**src/rtl/pc_stack_ctrl_pkg.sv**
```systemverilog
// pc_stack_ctrl_pkg: shared state, fault-code and stack-op encodings for the PC/return-stack sequencer.
package pc_stack_ctrl_pkg;
    typedef enum logic [1:0] {ST_RUN, ST_STK, ST_FAULT} state_e;
    localparam logic [1:0] FC_NONE = 2'b00;
    localparam logic [1:0] FC_OVF  = 2'b01;
    localparam logic [1:0] FC_UNF  = 2'b10;
    localparam logic [1:0] FC_ILL  = 2'b11;
    localparam logic OP_PUSH = 1'b0;
    localparam logic OP_POP  = 1'b1;
endpackage

```
**src/rtl/pc_stack_ctrl.sv**
```systemverilog
// pc_stack_ctrl: owns the PC and turns CALL/RET/JUMP requests into push/pop strobes on the return stack.
module pc_stack_ctrl #(
    parameter int ADDR_W = 12,
    parameter int DEPTH  = 4
) (
    input  logic              clk,
    input  logic              reset,
    input  logic              stall,
    input  logic              call,
    input  logic              ret,
    input  logic              jump,
    input  logic [ADDR_W-1:0] target_addr,
    output logic [ADDR_W-1:0] pc,
    output logic              busy,
    output logic              stack_en,
    output logic              stack_push_pop,
    output logic [ADDR_W-1:0] stack_data_in,
    input  logic [ADDR_W-1:0] stack_data_out,
    output logic              fault,
    output logic [1:0]        fault_code
);
    import pc_stack_ctrl_pkg::*;

    localparam int DW = $clog2(DEPTH + 1);
    localparam logic [DW-1:0] DEPTH_MAX = DW'(DEPTH);

    state_e            state_q, state_d;
    logic [ADDR_W-1:0] pc_q, pc_d, din_q, din_d;
    logic [DW-1:0]     depth_q, depth_d;
    logic              busy_q, busy_d, en_q, en_d, pp_q, pp_d, fault_q, fault_d;
    logic [1:0]        code_q, code_d;

    always_comb begin
        state_d = state_q;
        pc_d    = pc_q;
        din_d   = din_q;
        depth_d = depth_q;
        busy_d  = busy_q;
        en_d    = 1'b0;
        pp_d    = pp_q;
        fault_d = fault_q;
        code_d  = code_q;
        case (state_q)
            ST_RUN: if (!stall) begin
                if (call && ret) begin
                    state_d = ST_FAULT;
                    busy_d  = 1'b1;
                    fault_d = 1'b1;
                    code_d  = FC_ILL;
                end else if (call) begin
                    if (depth_q == DEPTH_MAX) begin
                        state_d = ST_FAULT;
                        busy_d  = 1'b1;
                        fault_d = 1'b1;
                        code_d  = FC_OVF;
                    end else begin
                        state_d = ST_STK;
                        pc_d    = target_addr;
                        din_d   = pc_q + ADDR_W'(1);
                        en_d    = 1'b1;
                        pp_d    = OP_PUSH;
                        depth_d = depth_q + DW'(1);
                        busy_d  = 1'b1;
                    end
                end else if (ret) begin
                    if (depth_q == '0) begin
                        state_d = ST_FAULT;
                        busy_d  = 1'b1;
                        fault_d = 1'b1;
                        code_d  = FC_UNF;
                    end else begin
                        // Top-of-stack is combinational, so the return address is taken this cycle.
                        state_d = ST_STK;
                        pc_d    = stack_data_out;
                        en_d    = 1'b1;
                        pp_d    = OP_POP;
                        depth_d = depth_q - DW'(1);
                        busy_d  = 1'b1;
                    end
                end else begin
                    pc_d = jump ? target_addr : pc_q + ADDR_W'(1);
                end
            end
            ST_STK: begin
                state_d = ST_RUN;
                busy_d  = 1'b0;
            end
            default: ;
        endcase
    end

    always_ff @(posedge clk or negedge reset) begin
        if (!reset) begin
            state_q <= ST_RUN;
            pc_q    <= '0;
            din_q   <= '0;
            depth_q <= '0;
            busy_q  <= 1'b0;
            en_q    <= 1'b0;
            pp_q    <= OP_PUSH;
            fault_q <= 1'b0;
            code_q  <= FC_NONE;
        end else begin
            state_q <= state_d;
            pc_q    <= pc_d;
            din_q   <= din_d;
            depth_q <= depth_d;
            busy_q  <= busy_d;
            en_q    <= en_d;
            pp_q    <= pp_d;
            fault_q <= fault_d;
            code_q  <= code_d;
        end
    end

    assign pc             = pc_q;
    assign busy           = busy_q;
    assign stack_en       = en_q;
    assign stack_push_pop = pp_q;
    assign stack_data_in  = din_q;
    assign fault          = fault_q;
    assign fault_code     = code_q;
endmodule

```
**config.mk**
```make
export PLATFORM = sky130hd
export DESIGN_NAME = pc_stack_ctrl
export DESIGN_NICKNAME = d
export VERILOG_FILES = /design/src/rtl/pc_stack_ctrl_pkg.sv /design/src/rtl/pc_stack_ctrl.sv
export SDC_FILE = /design/constraint.sdc
export NUM_CORES = 1
export LEC_CHECK = 0
export ABC_AREA = 0
export CAP_MARGIN = 20
export CORE_MARGIN = 2
export CORE_UTILIZATION = 50
export CTS_BUF_LIST = sky130_fd_sc_hd__clkbuf_4 sky130_fd_sc_hd__clkbuf_8
export CTS_CLUSTER_DIAMETER = 200
export CTS_CLUSTER_SIZE = 40
export DETAILED_ROUTE_END_ITERATION = 8
export HOLD_SLACK_MARGIN = 0.06
export PLACE_DENSITY = 0.95
export SYNTH_ARGS = -nofsm -noshare
export SYNTH_HDL_FRONTEND = slang
export SYNTH_SLANG_ARGS = --single-unit
```
**constraint.sdc**
```tcl
create_clock -name clk -period 4.99 [get_ports clk]
set_clock_uncertainty 0.15 [all_clocks]
set_input_delay 0.998 -clock clk [delete_from_list [all_inputs] [get_ports clk]]
set_output_delay 0.998 -clock clk [all_outputs]
set_load 0.05 [all_outputs]
```
==> flow_summary_export.csv <==
group,metric,value,unit
synth,synth_area,1930,um2
routing,postRouteAntennaNets,0,
cells_and_area,area_growth,37.9,%
synth,synth_edf_count,0,
synth,ys_seq_area_share,45.5,%
sta,hold_viol,0,
run,drv_cap,0,
clock_network,cts_max_level,2,
sta,tns,0,ns
power_and_ir_drop,ir_drop,428,uV
synth,async_reset_ff_share,100,%
die,initial_core_util,52.2,%
setup_path,critPathMaxStageDelay,0.99,ns
min_path,hp-class,"reg -> reg",
clock_network,worstSkewPairLatency,0.29,ns
place,dp_hpwl,3510,um
setup_path,setup.worst_path.class,"in -> reg",
synth,syn-num-nets,241,
synth,synth_cells,209,
die,io_pins,60,
routing,drt-initial-drc-count,144,
run_status,outcome,"finished clean",
sta,rsz0062_at_grt,"no",
grt,overflow,0,
synth,ys.flop_type,"dfrtp_1",
clock_network,clockBufferDepth,2,
sta,worst_slack,1.66,ns
clock_network,cts_sinks,35,
synth,ys_types,45,
synth,syn_area_per_cell,9.21,um2
sta,post-route-min-period,3.33,ns
sta,slew_headroom,43.8,%
cells_and_area,mostFrequentLayoutCell,"clkdlybuf4s50_1",
sta,hold_ws,0.314,ns
routing,dr.pass1.iters,4,
sta,setup_viol,0,
cells_and_area,antenna_cells,0,
place,io_buffers,59,
synth,yosysTopAreaCellShare,45.5,%
die,rows,22,
sta,fmax,300,MHz
setup_path,arrival,3.36,ns
clock_network,clk_pin_slew,0.07,ns
routing,wirelength,4880,um
cells_and_area,final_core_util,72.0,%
synth,synth_warnings,0,
clock_network,cts_made_buffers,5,
place,dp_slack,1.40,ns
sta,layout_worst_path_cycle_share,66.8,%
setup_path,path_cells,"clkdlybuf4s50_1, nand2b_1, nor3_4, a31oi_2, inv_2, nand2_2, xnor2_2",
clock_network,cts_tree,"yes",
sta,slew_violations,0,
setup_path,slowest_stage,"clkdlybuf4s50_1",
cells_and_area,layout_common_cells,"clkdlybuf4s50_1, dfrtp_1, nor2_1, a21oi_1, nand2_1",
sta,worst_slew_pin_slew,0.841,ns
die,die_y,66.1,um
power_and_ir_drop,p_leak,1.09,nW
grt,grtUsageTotal,24.2,%
grt,grt_pass1_vias,1695,
routing,vias,1804,
die,core_region_area,3690,um2
setup_path,critPathLaunchType,"input pin",
clock_network,cts_hold_buf,0,
routing,via_per_inst,5.73,
setup_path,cp_max_fo,23,
place,gp_congestion,0.869,
grt,grt_pass1_wl,7950,um
die,die-area,4360,um2
cells_and_area,drive_gt1_share,8.61,%
power_and_ir_drop,power_density,658,nW/um2
routing,wl_per_cell,15.5,um
setup_path,crit_required,5.02,ns
routing,drc,0,
clock_network,cts-resized-gates,0,
cells_and_area,nets,298,
synth,synthTopCellsByArea,"dfrtp_1, a21oi_1, nor2_1",
clock_network,cts_setup_buffers,0,
grt,antenna_found_initial,0,
synth,synth_top_area_cell,"dfrtp_1",
die,floorplan.die.width,66.1,um
setup_path,endpoint_kind,"register",
synth,ys_ff_latch,35,
clock_network,root_buffer,"clkbuf_8",
grt,grt_max_degree,36,
layout make-up:
cell class | count | area (um2)
clock buffers | 6 | 82.6
clock inverters | 2 | 35.0
fillers | 274 | 1030
inverters | 5 | 18.8
multi-input cells | 159 | 985
flip-flops and latches | 35 | 876
well taps | 48 | 60.1
repair buffers | 60 | 598
flip-flops by register name (all words and copies together) (netlist names):
name	count
pc	12
stack_data_in	12
depth_q	3
fault_code	2
state_q	2
busy	1
fault	1
stack_en	1
stack_push_pop	1
path summary, 6_finish.rpt:
| check | start | end | slack (ns) | cells after the start |
|---|---|---|---|---|
| max | call | depth_q[2] | 1.66 | 7 |
| min | fault | fault | 0.31 | 1 |
| max reg2reg | state_q[1] | depth_q[2] | 2.68 | 6 |
| min reg2reg | fault | fault | 0.31 | 1 |
| max in group asynchronous | reset | pc[8] | 3.40 | 2 |
| min in group asynchronous | reset | depth_q[1] | 0.98 | 2 |
metrics by stage:
step | cell area (um2) | instances | power [mW]
floorplan | 1930 | 209 | 1.15
global placement | 2540 | 307 | 1.46
detailed placement | 2540 | 307 | 1.48
CTS | 2660 | 315 | 1.75
global route | 2660 | 315 | 1.83
finish | 2660 | 315 | 1.75
cells by family (layout without fill, tap and decap cells):
| group | Yosys count | after routing | share of synthesized area (%) |
|---|---|---|---|
| compound gates | 59 | 59 | 19.3 |
| xor+xnor | 13 | 13 | 6.30 |
| fa+ha+maj | 2 | 2 | 1.69 |
| buf+inv | 15 | 73 | 3.38 |
| flops | 35 | 35 | 45.5 |
| mux | 5 | 5 | 2.79 |
| simple gates | 80 | 80 | 21.1 |
synthesized netlist by cell type, types with 4 or more instances:
cell      count
dfrtp_1      35
nor2_1       25
nand2_1      19
buf_2         4
xor2_1        5
and3_1        5
a21oi_1      20
nor3_1        6
xnor2_1       7
nand3_1       6
inv_1         4
clkbuf_1      5
o21ai_0      17
a221oi_1      4
routing by layer:
layer	GRT usage [%]	vias to the layer above	wire (um)
li1	-	862	-
met1	34.4	840	2170
met2	37.4	94	2260
met3	3.41	8	395
met4	9.95	0	58
met5	0	-	0
report_power, final:
group / internal, mW / switching, mW / total, mW
Clock: 0.162 / 0.103 / 0.265
Combinational: 0.337 / 0.587 / 0.925
Sequential: 0.411 / 0.146 / 0.557
critical path: cells and delay by family:
| kind | cells | cell delay, ns |
|---|---|---|
| compound gates | 1 | 0.15 |
| xor+xnor | 1 | 0.13 |
| buf+inv | 2 | 1.12 |
| simple gates | 3 | 0.97 |
(Power assumes the default switching activity.)
